## src/rtl/fir_conv_pkg.sv

```systemverilog
// Shared types and width helpers for the streaming FIR convolver.
// Output width DW+CW+AW is enough for TAPS full-scale products, so the accumulator never wraps.
package fir_conv_pkg;

   typedef enum logic [1:0] {
      ST_IDLE = 2'd0,
      ST_MAC  = 2'd1,
      ST_OUT  = 2'd2
   } state_e;

   function automatic int fir_aw(input int taps);
      return $clog2(taps);
   endfunction

   function automatic int fir_ow(input int dw, input int cw, input int taps);
      return dw + cw + fir_aw(taps);
   endfunction

endpackage

```

## src/rtl/fir_conv_stream_if.sv

```systemverilog
// Bundle of sample/result handshakes, coefficient port and status for fir_conv_stream.
// Handshake: a transfer happens on a rising edge where valid && ready; valid never waits on ready.
interface fir_conv_stream_if #(
   parameter int DW   = 2,
   parameter int CW   = 2,
   parameter int TAPS = 4
);
   import fir_conv_pkg::*;

   localparam int AW = fir_aw(TAPS);
   localparam int OW = fir_ow(DW, CW, TAPS);

   logic          in_valid;
   logic          in_ready;
   logic [DW-1:0] in_data;
   logic          out_valid;
   logic          out_ready;
   logic [OW-1:0] out_data;
   logic          coef_we;
   logic [AW-1:0] coef_addr;
   logic [CW-1:0] coef_data;
   logic          clear;
   logic          busy;
   state_e        state_dbg;

   modport slave (
      input  in_valid, in_data, out_ready, coef_we, coef_addr, coef_data, clear,
      output in_ready, out_valid, out_data, busy, state_dbg
   );

   modport master (
      output in_valid, in_data, out_ready, coef_we, coef_addr, coef_data, clear,
      input  in_ready, out_valid, out_data, busy, state_dbg
   );

endinterface

```

## src/rtl/fir_conv_stream_mac_unit.sv

```systemverilog
// Single multiply-accumulate slice: acc <= 0 on clr, acc <= acc + a*b on en.
module fir_mac_unit #(
   parameter int DW = 2,
   parameter int CW = 2,
   parameter int OW = 6
) (
   input  logic          clk,
   input  logic          rst,
   input  logic [DW-1:0] a,
   input  logic [CW-1:0] b,
   input  logic          clr,
   input  logic          en,
   output logic [OW-1:0] acc
);

   logic [DW+CW-1:0] prod;
   logic [OW-1:0]    acc_q;
   logic [OW-1:0]    acc_d;

   assign prod = {{CW{1'b0}}, a} * {{DW{1'b0}}, b};

   always_comb begin
      acc_d = acc_q;
      if (clr) begin
         acc_d = '0;
      end else if (en) begin
         acc_d = acc_q + OW'(prod);
      end
   end

   always_ff @(posedge clk or posedge rst) begin
      if (rst) begin
         acc_q <= '0;
      end else begin
         acc_q <= acc_d;
      end
   end

   assign acc = acc_q;

endmodule

```

## src/rtl/fir_conv_stream.sv

```systemverilog
// Streaming FIR y[n] = sum h[k]*x[n-k] with one shared multiplier stepped over TAPS cycles.
// Delay line, coefficient file and the IDLE/MAC/OUT controller live here.
module fir_conv_stream #(
   parameter int DW   = 2,
   parameter int CW   = 2,
   parameter int TAPS = 4
) (
   input logic               clk,
   input logic               rst,
   fir_conv_stream_if.slave  bus
);
   import fir_conv_pkg::*;

   localparam int AW = fir_aw(TAPS);
   localparam int OW = fir_ow(DW, CW, TAPS);

   state_e        state_q, state_d;
   logic [AW-1:0] idx_q, idx_d;
   logic [DW-1:0] dly_q  [TAPS];
   logic [DW-1:0] dly_d  [TAPS];
   logic [CW-1:0] coef_q [TAPS];
   logic [CW-1:0] coef_d [TAPS];
   logic          accept;
   logic          mac_clr;
   logic          mac_en;
   logic [OW-1:0] acc;

   always_comb begin
      state_d       = state_q;
      idx_d         = idx_q;
      dly_d         = dly_q;
      coef_d        = coef_q;
      accept        = 1'b0;
      mac_clr       = 1'b0;
      mac_en        = 1'b0;
      bus.in_ready  = 1'b0;
      bus.out_valid = 1'b0;
      case (state_q)
         ST_IDLE: begin
            // clear takes priority over a sample arriving in the same cycle
            bus.in_ready = !bus.clear;
            accept       = bus.in_valid && !bus.clear;
            if (bus.clear) begin
               for (int k = 0; k < TAPS; k++) dly_d[k] = '0;
            end else if (accept) begin
               dly_d[0] = bus.in_data;
               for (int k = 1; k < TAPS; k++) dly_d[k] = dly_q[k-1];
               mac_clr = 1'b1;
               idx_d   = '0;
               state_d = ST_MAC;
            end
            if (!accept && bus.coef_we && (int'(bus.coef_addr) < TAPS)) begin
               coef_d[bus.coef_addr] = bus.coef_data;
            end
         end
         ST_MAC: begin
            mac_en = 1'b1;
            idx_d  = idx_q + 1'b1;
            if (idx_q == AW'(TAPS - 1)) begin
               idx_d   = '0;
               state_d = ST_OUT;
            end
         end
         ST_OUT: begin
            bus.out_valid = 1'b1;
            if (bus.out_ready) state_d = ST_IDLE;
         end
         default: state_d = ST_IDLE;
      endcase
   end

   always_ff @(posedge clk or posedge rst) begin
      if (rst) begin
         state_q <= ST_IDLE;
         idx_q   <= '0;
         for (int k = 0; k < TAPS; k++) begin
            dly_q[k]  <= '0;
            coef_q[k] <= '0;
         end
      end else begin
         state_q <= state_d;
         idx_q   <= idx_d;
         dly_q   <= dly_d;
         coef_q  <= coef_d;
      end
   end

   fir_mac_unit #(.DW(DW), .CW(CW), .OW(OW)) u_mac (
      .clk (clk),
      .rst (rst),
      .a   (dly_q[idx_q]),
      .b   (coef_q[idx_q]),
      .clr (mac_clr),
      .en  (mac_en),
      .acc (acc)
   );

   // acc only moves during MAC, so it is stable for the whole OUT phase
   assign bus.out_data  = acc;
   assign bus.busy      = (state_q != ST_IDLE);
   assign bus.state_dbg = state_q;

endmodule
```

## src/flat_wrapper.sv

```systemverilog
// flat-port wrapper written by rule: the top's interface ports become plain ports
module fir_conv_stream_flat import fir_conv_pkg::*;
#(
   parameter int DW   = 2,
   parameter int CW   = 2,
   parameter int TAPS = 4
)
  (clk, rst, bus_in_valid, bus_in_data, bus_out_ready, bus_coef_we, bus_coef_addr, bus_coef_data, bus_clear, bus_in_ready, bus_out_valid, bus_out_data, bus_busy, bus_state_dbg);
  fir_conv_stream_if #(.DW(DW), .CW(CW), .TAPS(TAPS)) bus_i ();
  input logic clk;
  input logic rst;
  input wire logic [$bits(bus_i.in_valid)-1:0] bus_in_valid;
  input wire logic [$bits(bus_i.in_data)-1:0] bus_in_data;
  input wire logic [$bits(bus_i.out_ready)-1:0] bus_out_ready;
  input wire logic [$bits(bus_i.coef_we)-1:0] bus_coef_we;
  input wire logic [$bits(bus_i.coef_addr)-1:0] bus_coef_addr;
  input wire logic [$bits(bus_i.coef_data)-1:0] bus_coef_data;
  input wire logic [$bits(bus_i.clear)-1:0] bus_clear;
  output wire logic [$bits(bus_i.in_ready)-1:0] bus_in_ready;
  output wire logic [$bits(bus_i.out_valid)-1:0] bus_out_valid;
  output wire logic [$bits(bus_i.out_data)-1:0] bus_out_data;
  output wire logic [$bits(bus_i.busy)-1:0] bus_busy;
  output wire logic [$bits(bus_i.state_dbg)-1:0] bus_state_dbg;
  assign bus_i.in_valid = bus_in_valid;
  assign bus_i.in_data = bus_in_data;
  assign bus_i.out_ready = bus_out_ready;
  assign bus_i.coef_we = bus_coef_we;
  assign bus_i.coef_addr = bus_coef_addr;
  assign bus_i.coef_data = bus_coef_data;
  assign bus_i.clear = bus_clear;
  assign bus_in_ready = bus_i.in_ready;
  assign bus_out_valid = bus_i.out_valid;
  assign bus_out_data = bus_i.out_data;
  assign bus_busy = bus_i.busy;
  assign bus_state_dbg = bus_i.state_dbg;
  fir_conv_stream #(.DW(DW), .CW(CW), .TAPS(TAPS)) u_core (.clk(clk), .rst(rst), .bus(bus_i));
endmodule
```

## config.mk

```make
export PLATFORM = sky130hd
export DESIGN_NAME = fir_conv_stream_flat
export DESIGN_NICKNAME = d
export VERILOG_FILES = /design/src/rtl/fir_conv_pkg.sv /design/src/rtl/fir_conv_stream_if.sv /design/src/rtl/fir_conv_stream_mac_unit.sv /design/src/rtl/fir_conv_stream.sv /design/src/flat_wrapper.sv
export SDC_FILE = /design/constraint.sdc
export NUM_CORES = 1
export LEC_CHECK = 0
export ABC_AREA = 1
export CAP_MARGIN = 10
export CORE_MARGIN = 1
export CORE_UTILIZATION = 55
export CTS_CLUSTER_SIZE = 20
export DETAILED_ROUTE_END_ITERATION = 10
export GPL_TIMING_DRIVEN = 1
export HOLD_SLACK_MARGIN = 0.15
export PLACE_DENSITY = 0.81
export SLEW_MARGIN = 30
export SYNTH_ARGS = -nofsm -noshare
export SYNTH_HDL_FRONTEND = slang
export SYNTH_SLANG_ARGS = --single-unit
```

## constraint.sdc

```tcl
create_clock -name clk -period 4.7 [get_ports clk]
set_input_delay 0.94 -clock clk [delete_from_list [all_inputs] [get_ports clk]]
set_output_delay 0.94 -clock clk [all_outputs]
set_load 0.005 [all_outputs]
```

# After elaboration in Yosys (flattened, before gate mapping)
# Cells that the tools add are included.
# word_totals
wordCells	68
in_bits	12
output_inout_bits	11
register_bits	26
# classes
addsub	2
mul	1
magnitude_cmp	3
eq_ne	7
n_mux	28
bitwise	2
reduce_logical	14
# op_table
cell	count
$mux 2	12
$mux 8	2
$mux 6	2
$bmux 2 s2	2
$bwmux 8	1
$reduce_bool 2->1	4
$add 6x4->6	1
$ge 3x3->1 const B	2
$mux 1	6
$not 2->3	2
$pmux 2 s3	1
$demux 2 s2	1
$eq 2x2->1 const B	2
$mul 2x2->4	1
$ne 2x1->1 const B	2
$ne 2x2->1 const B	2
$pmux 2 s2	1
$reduce_and 2->1	2
$reduce_and 4->1	1
$logic_and 1x1->1	3
$lt 3x1->1 const B	1
$reduce_and 3->1	1
$add 2x1->2 const B	1
$eq 2x1->1 const B	1
2 further kinds	3

# Logic depth before layout (Yosys ltp)
# Gate-level depths: netlist (run 1).
# depth
depth_word	8
depth_mapped	15
depth_no_buf	15

# Cells and area by module
# From an unflattened synthesis (run 1), not the netlist that was laid out.
# unflattened
hier_cells	186
area_unflattened_um2	1480.2
# modules_own_cells
module	cells_each	seq_area_each_um2	instances	area_each_um2
fir_conv_stream	130	500.5	1	1033.5
fir_mac_unit	56	150.1	1	446.7

# Least setup slack after synthesis (run 1)
# No wires, ideal clock.
# synth_path
path_kind	register -> register
from	reg u_core.idx_q[0]
to	reg u_core.u_mac.acc_q[5], in the netlist u_core.u_mac.acc[5]
path_slack_ns	2.262
stages_incl_launch_ff	14
setup_ns	0.119
t_required_ns	4.581
arrival_ns	2.319
synth_period_minus_slack_ns	2.438
n_path_buf	1
path_cell_list	dfrtp_1 > buf_6 > o21ai_0 > nand2_1 > nand2_1 > nand3_1 > fa_1 > inv_1 > ha_1 > fa_1 > nand2_1 > nand2_1 > a21oi_1 > nor2_1
# synth_between
elab_chain_len	8
elab_cells_between_ends	11
classes_between	add/sub (1); mul (1); mux (8); bitwise (1)
# synth_lines
element	line	text
from (decl)	fir_conv_stream.sv:18	logic [AW-1:0] idx_q, idx_d;
from (signal assigned)	fir_conv_stream.sv:82	idx_q <= idx_d;
$not 2->3 (implied by the code) (*)	fir_conv_stream.sv:91, fir_conv_stream.sv:92	
$bmux 2 s2, on equally long branches	fir_conv_stream.sv:91, fir_conv_stream.sv:92	
$mux 2, on equally long branches (2 in series)	fir_conv_stream.sv:91, fir_conv_stream.sv:92	
$mul 2x2->4 (*)	fir_conv_stream_mac_unit.sv:20	assign prod = {{CW{1'b0}}, a} * {{DW{1'b0}}, b};
$add 6x4->6 (*)	fir_conv_stream_mac_unit.sv:27	acc_d = acc_q + OW'(prod);
$mux 6 (*)	fir_conv_stream_mac_unit.sv:26	end else if (en) begin
$mux 6 (*)	fir_conv_stream_mac_unit.sv:24	if (clr) begin
to (signal assigned)	fir_conv_stream_mac_unit.sv:33	acc_q <= '0;
to (signal assigned)	fir_conv_stream_mac_unit.sv:35	acc_q <= acc_d;
to (decl)	fir_conv_stream_mac_unit.sv:17	logic [OW-1:0] acc_q;
# Mark *: on every way between the ends. The rest lies on a longest branch, timed or not. The select of a mux whose other input is x is not followed.
# A chain may end at the register's enable or synchronous reset.

# Final worst setup path (run 1)
# layout_path
from	in bus_clear
to	out bus_in_ready
# layout_between
elab_chain_len	2
# layout_lines
element	line	text
from (decl)	flat_wrapper.sv:18	input wire logic [$bits(bus_i.clear)-1:0] bus_clear;
$logic_not 1->1	fir_conv_stream.sv:41	bus.in_ready = !bus.clear;
$mux 1	fir_conv_stream.sv:38	case (state_q)
to (decl)	flat_wrapper.sv:19	output wire logic [$bits(bus_i.in_ready)-1:0] bus_in_ready;
# Every way passes these cells.

==> results of run 1 <==
-- layer usage --
metal	vias up	GRT usage, %	share of wire, %
met1	570	30.3	46
met2	29	41.4	50
met5	-	0	0
met4	0	8.55	0.57
li1	649	-	-
met3	2	2.82	3.0
-- logic make-up after synthesis --
logic type,after synthesis,share of synthesized area [%]
adders and majority gates,8,7.72
buffers and inverters,31,9.56
AOI/OAI and AO/OA,26,9.98
xor gates and xnor gates,1,0.587
DFF,26,43.6
and+or+nand+nor,100,28.5
-- worst min-delay path: stages, from the launching register on --
cell and delay (ns):
dfrtp_1 0.37, nand2_1 0.05, nand2_1 0.05
-- final cells by class --
type	count	area, um^2
Sequential cell	26	651
Multi-Input combinational cell	135	698
Timing Repair Buffer	22	220
Inverter	27	101
Clock buffer	3	22.5
Tap cell	30	37.5
Fill cell	213	792
-- power by group through the flow --
stage	logic (mW)	registers (mW)	clock network, mW
global placement	0.370	0.360	0
CTS	0.388	0.360	0.0962
finish	0.385	0.361	0.0934
detailed placement	0.387	0.364	0
floorplan	0.288	0.342	0
global route	0.445	0.372	0.103
-- cells in the final DEF (no fill, tap or decap) --
| cell type | n |
|---|---|
| dfrtp_1 | 26 |
| nand2_2 | 3 |
| o22ai_1 | 5 |
| fa_1 | 2 |
| o211ai_1 | 2 |
| xnor2_1 | 1 |
| inv_2 | 3 |
| o21ai_0 | 13 |
| clkbuf_4 | 3 |
| ha_1 | 6 |
| o21ai_2 | 2 |
| nand2_1 | 62 |
| nor2_4 | 2 |
| clkdlybuf4s50_1 | 22 |
| nand3_1 | 16 |
| a21oi_1 | 4 |
| nor2_1 | 16 |
| inv_1 | 24 |
| nand2_4 | 1 |
-- stage by stage --
step	worst slack, ns	std cells	hold slack [ns]
CTS	1.75	243	0.491
floorplan	2.26	192	0.442
global route	1.71	243	0.521
detailed placement	1.77	240	0.460
finish	1.76	243	0.491
global placement	1.78	240	0.463
-- state kept, by name, indices dropped and copies added (netlist names) --
register	cells
u_core.bus.state_dbg	2
u_core.coef_q	8
u_core.u_mac.acc	6
u_core.idx_q	2
u_core.dly_q	8
-- worst paths after layout --
kind | to | slack (ns) | cells past startpoint
worst max-delay path | bus_in_ready | 1.76 | 3
worst min-delay path | u_core.coef_q[6] | 0.49 | 2
worst max register to register | u_core.u_mac.acc[5] | 1.92 | 14
worst min register to register | u_core.coef_q[6] | 0.49 | 2
max in group asynchronous | u_core.coef_q[1] | 3.36 | 2
min in group asynchronous | u_core.dly_q[4] | 0.98 | 2
==> run metrics, run 1 <==
PwrDens=485 nW/um^2; hold_sp=u_core.coef_q[6]; RePlAce Congestion=0.850; Post-CTS Hold Fix Bufs=0; Setup crit start kind=primary input; CTS resizes=0; Post-synth ARST share=100%; most frequent cells after synthesis=nand2_1, dfrtp_1, inv_1; Worst-path clk slew=0.13 ns; mapped cell area=1490 um^2; Logic pwr share=45.8%; FF-to-FF Start=u_core.idx_q[0]; Setup Crit Path Kind=in2out; Initial DRC Count=28; synthesized netlist cell count=192; root buf cell=clkbuf_4; Buffers on Ports=22; pin count of the biggest net entering global routing=27; Top Family by Delay on Critical Path=buffers and inverters; fmax=340 MHz; CTS buffer count=3; Slew headroom=63.8%; power consumption=0.839 mW; Psw=0.353 mW; post-layout instance area=1730 um^2; period utilisation layout=62.6%; number of remaining DRC errors=0; TritonCTS clock tree=done; skew final=0.00214 ns; Worst Path Arrival=2.00 ns; I/O Pins=23; Die X=54.1 um; Slew Limit Fails=0; register area share after synthesis=43.6%; Synth cell types=19; final hold violation count=0; internal power=0.486 mW; Initial Utilization=59.1%; antenna cell count=0; clk_lat worst skew=0.31 ns; sw frac=42.1%; syn_area_per_cell=7.77 um^2; DP HPWL=2.30 mm; RSZ-0062 raised after global routing=no; area leader, netlist=dfrtp_1; max capacitance violation total=0; Crit path top cell by count=clkdlybuf4s50_1; Worst Max-Slew Pin Slew=0.542 ns; Core Box Area=2520 um^2; Buf/Inv on CP=2; worst path required time=3.76 ns; row count=18; DP Area=1710 um^2; post-CTS setup buffers=0; crit path from=bus_clear; status=finished, final reports clean; Flop pwr share=43.1%; Via density=5.14; share of the synthesized area in the top cell type=43.6%; top cells by area, synth=dfrtp_1, nand2_1, inv_1, nand3_1, ha_1; Die Y=54.1 um; vias in the first global route=1,159; synth warn=0; setup TNS=0 ns; clock power share=11.1%; grt ovf=0; H-tree depth reported by CTS=1; Final min period=2.94 ns; share of cells above drive strength 1=6.57%; syn_nets=212; Slowest-stage cell, CP=clkdlybuf4s50_1; final count of negative-setup-slack endpoints=0; EDFF count, synth=0; worst-path fanout max=3; area added between synthesis and finish=16.0%; antenna-violating nets left=0; worst hold path class=reg2reg; first-pass GRT wire length=4.98 mm; Slowest Stage Delay on Critical Path=0.50 ns; initial antenna violation count=0; die area=2920 um^2; Worst setup EP type=output pin; CP Cell Sequence=clkdlybuf4s50_1 -> nor2_1 -> clkdlybuf4s50_1; total vias in the final route=1,250; clk buf depth=2; most frequent cell after synthesis=nand2_1; Peak VDD IR=0.000284 V; final core occ=68.6%; drt first pass iters=4; WL per Instance=12.2 um; Leakage=0.894 nW; Routed WL=2.97 mm; FF+latch count, synth=26; # nets final=235; clock sink count=26; ys flop type=dfrtp_1; All-Layer GR Usage=23.8%
Note: power is estimated with default switching activity, not from simulation.
==> run 2, diff against run 1 <==
--- a/config.mk
+++ b/config.mk
@@ -8,12 +8,12 @@
 export ABC_AREA = 1
 export CAP_MARGIN = 10
 export CORE_MARGIN = 1
-export CORE_UTILIZATION = 55
+export CORE_UTILIZATION = 48
 export CTS_CLUSTER_SIZE = 20
 export DETAILED_ROUTE_END_ITERATION = 10
 export GPL_TIMING_DRIVEN = 1
 export HOLD_SLACK_MARGIN = 0.15
-export PLACE_DENSITY = 0.81
+export PLACE_DENSITY = 0.75
 export SLEW_MARGIN = 30
 export SYNTH_ARGS = -nofsm -noshare
 export SYNTH_HDL_FRONTEND = slang
==> constraint.sdc (replaced) <==
create_clock -name clk -period 2.65 [get_ports clk]
set_input_delay 0.53 -clock clk [delete_from_list [all_inputs] [get_ports clk]]
set_output_delay 0.53 -clock clk [all_outputs]
set_load 0.005 [all_outputs]
==> run 2 against run 1 <==
- the run now ends with design-rule violations left
- flip-flop and latch count did not move
- first-iteration DRC count grew 110%
- global-route usage down 4.0 points
- final area is 3.4% higher
- largest cell class unchanged
==> run metrics, run 2 (synthesis gave the netlist of run 1 again) <==
status=complete, but fails checks; violated checks=design-rule violations; root buf cell=clkbuf_4; Worst-path clk slew=0.14 ns; Initial Utilization=52.3%; TritonCTS clock tree=done; skew final=0.00109 ns; DP HPWL=2.45 mm; Leakage=0.915 nW; RePlAce Congestion=0.903; # placed instances=244; Largest regs=u_core.coef_q (8), u_core.dly_q (8), u_core.u_mac.acc (6); antenna-violating nets left=0; multi-input logic area=711 um^2; cell depth of the worst flop-to-flop path=15; Crit path top cell by count=nand2_1; antenna cell count=0; initial antenna violation count=0; WL per Instance=12.8 um; Buffers on Ports=22; CTS resizes=0; area added between synthesis and finish=20.0%; Core Box Area=2850 um^2; Die Y=57.7 um; hold slack=0.500 ns; Worst Path Arrival=2.78 ns; fin cells=248; Die X=57.7 um; worst-path fanout max=6; crit path from=u_core.idx_q[0]; post-CTS setup buffers=0; I/O Pins=23; RR Endpoint=u_core.u_mac.acc[5]; Post-CTS Hold Fix Bufs=0; PwrDens=895 nW/um^2; Worst Max-Slew Pin Slew=0.433 ns; Peak VDD IR=0.000620 V; number of remaining DRC errors=1; die area=3330 um^2; period utilisation layout=94.7%; Slew Limit Fails=0; Slew headroom=71.1%; Via density=5.27; All-Layer GR Usage=19.9%; CP Cell Sequence=buf_6 -> nand2_2 -> o21ai_1 -> nand2_1 -> nand2_1 -> nand3_2 -> fa_1 -> inv_1 -> ha_2 -> fa_2 -> nand2_1 -> nand2_1 -> nand3_1 -> nand2_1 -> nor2_1; Worst setup EP type=flop; vias in the first global route=1,238; crit path to=u_core.u_mac.acc[5]; fmax=398 MHz; Setup Crit Path Kind=reg2reg; FF-to-FF Start=u_core.idx_q[0]; final hold violation count=0; Final min period=2.51 ns; grt ovf=0; share of cells above drive strength 1=11.1%; fillers=242; Setup crit start kind=flop; register area=652 um^2; clock sink count=26; pin count of the biggest net entering global routing=27; Slowest Stage Delay on Critical Path=0.52 ns; drt first pass iters=9; # nets final=238; CTS buffer count=3; Slowest-stage cell, CP=fa_1; clk_lat worst skew=0.32 ns; worst path required time=2.92 ns; row count=19; most common cell after layout, fill and taps aside=nand2_1; worst hold path class=reg2reg; R2R Setup Slk=0.14 ns; total vias in the final route=1,306; leading cell types in the layout, fill and taps excluded=nand2_1, dfrtp_1, inv_1; Initial DRC Count=59; max capacitance violation total=0; clk buf depth=2; H-tree depth reported by CTS=1; Routed WL=3.18 mm; first-pass GRT wire length=5.11 mm; power consumption=1.60 mW; final count of negative-setup-slack endpoints=0
==> run 2: power by group <==
part,total (mW),switching [mW],internal (mW)
logic,0.768,0.445,0.323
clock network,0.202,0.118,0.0842
registers,0.631,0.107,0.523
==> run 2: metal layers <==
layer / track usage (%) / vias up / wire, um
met5: 0 / - / 0
met4: 4.42 / 0 / 28
met3: 4.91 / 6 / 118
met2: 35.0 / 37 / 1620
met1: 24.7 / 608 / 1410
li1: - / 655 / -
==> run 2: worst min-delay path by stage <==
stage,startpoint,end,slack (ns),cells after the start
floorplan,u_core.coef_q[1],u_core.coef_q[1],0.44,2
global placement,u_core.coef_q[5],u_core.coef_q[5],0.46,2
detailed placement,u_core.coef_q[5],u_core.coef_q[5],0.47,2
CTS,u_core.coef_q[5],u_core.coef_q[5],0.50,2
global route,u_core.coef_q[5],u_core.coef_q[5],0.53,2
finish,u_core.coef_q[5],u_core.coef_q[5],0.50,2
==> run 2: area by class of cell <==
| class | count | share of cell area [%] |
|---|---|---|
| sequential | 26 | 36.4 |
| inverter | 27 | 5.66 |
| timing repair buffer | 25 | 14.0 |
| tap | 31 | 2.17 |
| multi-input combinational | 135 | 39.7 |
| clock buffer | 4 | 2.03 |
==> run 2: stage by stage <==
step | area, um^2 | utilization, % | worst slack, ns | TNS (ns)
2_1_floorplan | 1490 | - | 0.212 | 0
3_3_place_gp | 1730 | 60.7 | 0.174 | 0
3_5_place_dp | 1730 | 60.7 | 0.0566 | 0
4_1_cts | 1770 | 62.0 | 0.0434 | 0
5_1_grt | 1790 | 62.7 | -0.0124 | -0.0124
6_report | 1790 | 62.7 | 0.140 | 0
==> run 2: worst max-delay path, delay by kind of cell (launching register included) <==
kind,cells,cell delay (ns)
AOI/OAI and AO/OA,1,0.09
adders and majority gates,3,1.09
buffers and inverters,2,0.18
DFF,1,0.46
and+or+nand+nor,9,0.63
==> run 3, diff against run 2 <==
--- a/config.mk
+++ b/config.mk
@@ -8,12 +8,11 @@
 export ABC_AREA = 1
 export CAP_MARGIN = 10
 export CORE_MARGIN = 1
-export CORE_UTILIZATION = 48
+export CORE_UTILIZATION = 35
 export CTS_CLUSTER_SIZE = 20
 export DETAILED_ROUTE_END_ITERATION = 10
 export GPL_TIMING_DRIVEN = 1
 export HOLD_SLACK_MARGIN = 0.15
-export PLACE_DENSITY = 0.75
 export SLEW_MARGIN = 30
 export SYNTH_ARGS = -nofsm -noshare
 export SYNTH_HDL_FRONTEND = slang
==> run 3 against run 2 <==
- largest power group unchanged
- maximum frequency up 0.19%
- worst setup slack improved by 0.0047 ns
- power is 0.50% higher
- critical endpoint unchanged
- combinational power decreased by 0.8%
- the flow now finishes without violations
- sequential share of layout area shrank 1.1 points
- utilization fell by 17 points
- largest cell class unchanged
==> run metrics, run 3 (synthesis gave the netlist of run 1 again) <==
max capacitance violation total=0; first-pass GRT wire length=5.00 mm; hold_sp=u_core.coef_q[1]; Buf/Inv on CP=2; skew final=0.00427 ns; All-Layer GR Usage=15.0%; Slew headroom=72.0%; pre-CTS setup slack=-0.0223 ns; I/O Pins=23; Worst path depth=14; post-route setup slack=0.145 ns; worst hold path class=reg2reg; Worst-path clk slew=0.09 ns; clk buf depth=2; Largest regs=u_core.coef_q (8), u_core.dly_q (8), u_core.u_mac.acc (6); Worst Path Arrival=2.72 ns; Leakage=0.930 nW; RePlAce Congestion=0.834; Worst Max-Slew Pin Slew=0.419 ns; DP Area=1750 um^2; root buf cell=clkbuf_8; total vias in the final route=1,229; area added between synthesis and finish=23.8%; H-tree depth reported by CTS=1; R2R Setup Slk=0.14 ns; Crit path top cell by count=nand2_1; leading cell types in the layout, fill and taps excluded=nand2_1, dfrtp_1, inv_1; hold path endpoint=u_core.coef_q[1]; Die Y=67.3 um; Peak VDD IR=0.000245 V; cell depth of the worst flop-to-flop path=14; fillers=405; worst path required time=2.86 ns; status=finished, final reports clean; most common cell after layout, fill and taps aside=nand2_1; Initial Utilization=36.8%; grt ovf=0; Via density=4.59; worst hold path depth=2; PwrDens=871 nW/um^2; fmax=399 MHz; worst-path fanout max=6; Core Box Area=4060 um^2; Top Family by Delay on Critical Path=adder cells; FF-to-FF Start=u_core.idx_q[0]; final hold violation count=0; RR Endpoint=u_core.u_mac.acc[5]; Worst setup EP type=flop; # nets final=240; share of cells above drive strength 1=12.8%; Slowest Stage Delay on Critical Path=0.51 ns; initial antenna violation count=0; post-layout instance area=1850 um^2; Setup Crit Path Kind=reg2reg; number of remaining DRC errors=0; Slowest-stage cell, CP=fa_1; final core occ=45.5%; WL per Instance=10.9 um; antenna cell count=0; CTS buffer count=3; vias in the first global route=1,125; Final min period=2.51 ns; TritonCTS clock tree=done; clock sink count=26; period utilisation layout=94.5%; pin count of the biggest net entering global routing=27; antenna-violating nets left=0; hold slack=0.486 ns; Buffers on Ports=22; drt first pass iters=4; Initial DRC Count=49; final count of negative-setup-slack endpoints=0; DP HPWL=2.18 mm; Routed WL=2.92 mm; CP Cell Sequence=buf_6 -> o21ai_2 -> nand2_1 -> nand2_1 -> nand3_2 -> fa_1 -> inv_1 -> ha_2 -> fa_2 -> nand2_2 -> nand2_2 -> nand3_1 -> nand2_1 -> nor2_1; fin cells=268; # placed instances=262; clk_lat worst skew=0.27 ns; Slew Limit Fails=0; Die X=67.3 um; Setup crit start kind=flop; die area=4530 um^2; row count=23
run 3: cell types whose count changed in the layout (fill, tap and decap cells not counted):
cell | before | now
a21oi_1 | 4 | 3
o21ai_1 | 2 | 0
clkbuf_4 | 3 | 0
inv_1 | 23 | 24
inv_2 | 4 | 3
clkbuf_8 | 1 | 3
buf_4 | 1 | 3
nand2_2 | 4 | 5
nand2_1 | 61 | 60
o21ai_2 | 2 | 4
a21oi_2 | 0 | 1
run 3: layout make-up:
type	count	area [um^2]	area share [%]
timing repair buffer	27	265	14.4
clock buffer	3	41.3	2.24
sequential	26	652	35.3
inverter	27	101	5.49
tap	50	62.6	3.39
multi-input combinational	135	724	39.2
run 3: worst min-delay path: cells and delay by family, from the launching register on:
family / cells / cell delay, ns
flip-flops: 1 / 0.36
AND/OR/NAND/NOR: 2 / 0.09
run 3: worst max path at each step:
stage,start,endpoint,slack (ns)
finish,u_core.idx_q[0],u_core.u_mac.acc[5],0.14
global route,u_core.idx_q[0],u_core.u_mac.acc[5],-0.03
detailed placement,u_core.idx_q[0],u_core.u_mac.acc[5],-0.02
global placement,u_core.idx_q[0],u_core.u_mac.acc[5],0.02
floorplan,u_core.idx_q[0],u_core.u_mac.acc[5],0.21
CTS,u_core.idx_q[0],u_core.u_mac.acc[5],0.05
run 3: stage by stage:
stage	total power [mW]	TNS, ns
finish	1.61	0
global route	1.77	-0.0288
CTS	1.56	0
detailed placement	1.33	-0.0223
global placement	1.33	0
floorplan	1.12	0
run 3: repair_timing:
item / CTS / global route
pin swaps: 0 / 4
hold buffers: 0 / 0
resized for setup: 1 / 15
endpoints found under the setup margin: 1 / 2
setup buffers: 0 / 3
run 3: where the power goes:
group / switching [mW] / internal (mW) / leakage (nW) / total, mW
combinational: 0.431 / 0.331 / 0.567 / 0.762
sequential: 0.0951 / 0.524 / 0.342 / 0.619
clock: 0.125 / 0.102 / 0.0216 / 0.227
total: 0.651 / 0.958 / 0.930 / 1.61
run 3: layer usage:
metal  vias up  global-route usage, %  wire length (um)
met5         -                      0                 0
met4         0                   7.18                48
met3         4                   2.20                85
met2        24                   23.9              1320
met1       542                   19.9              1470
li1        659                      -                 -
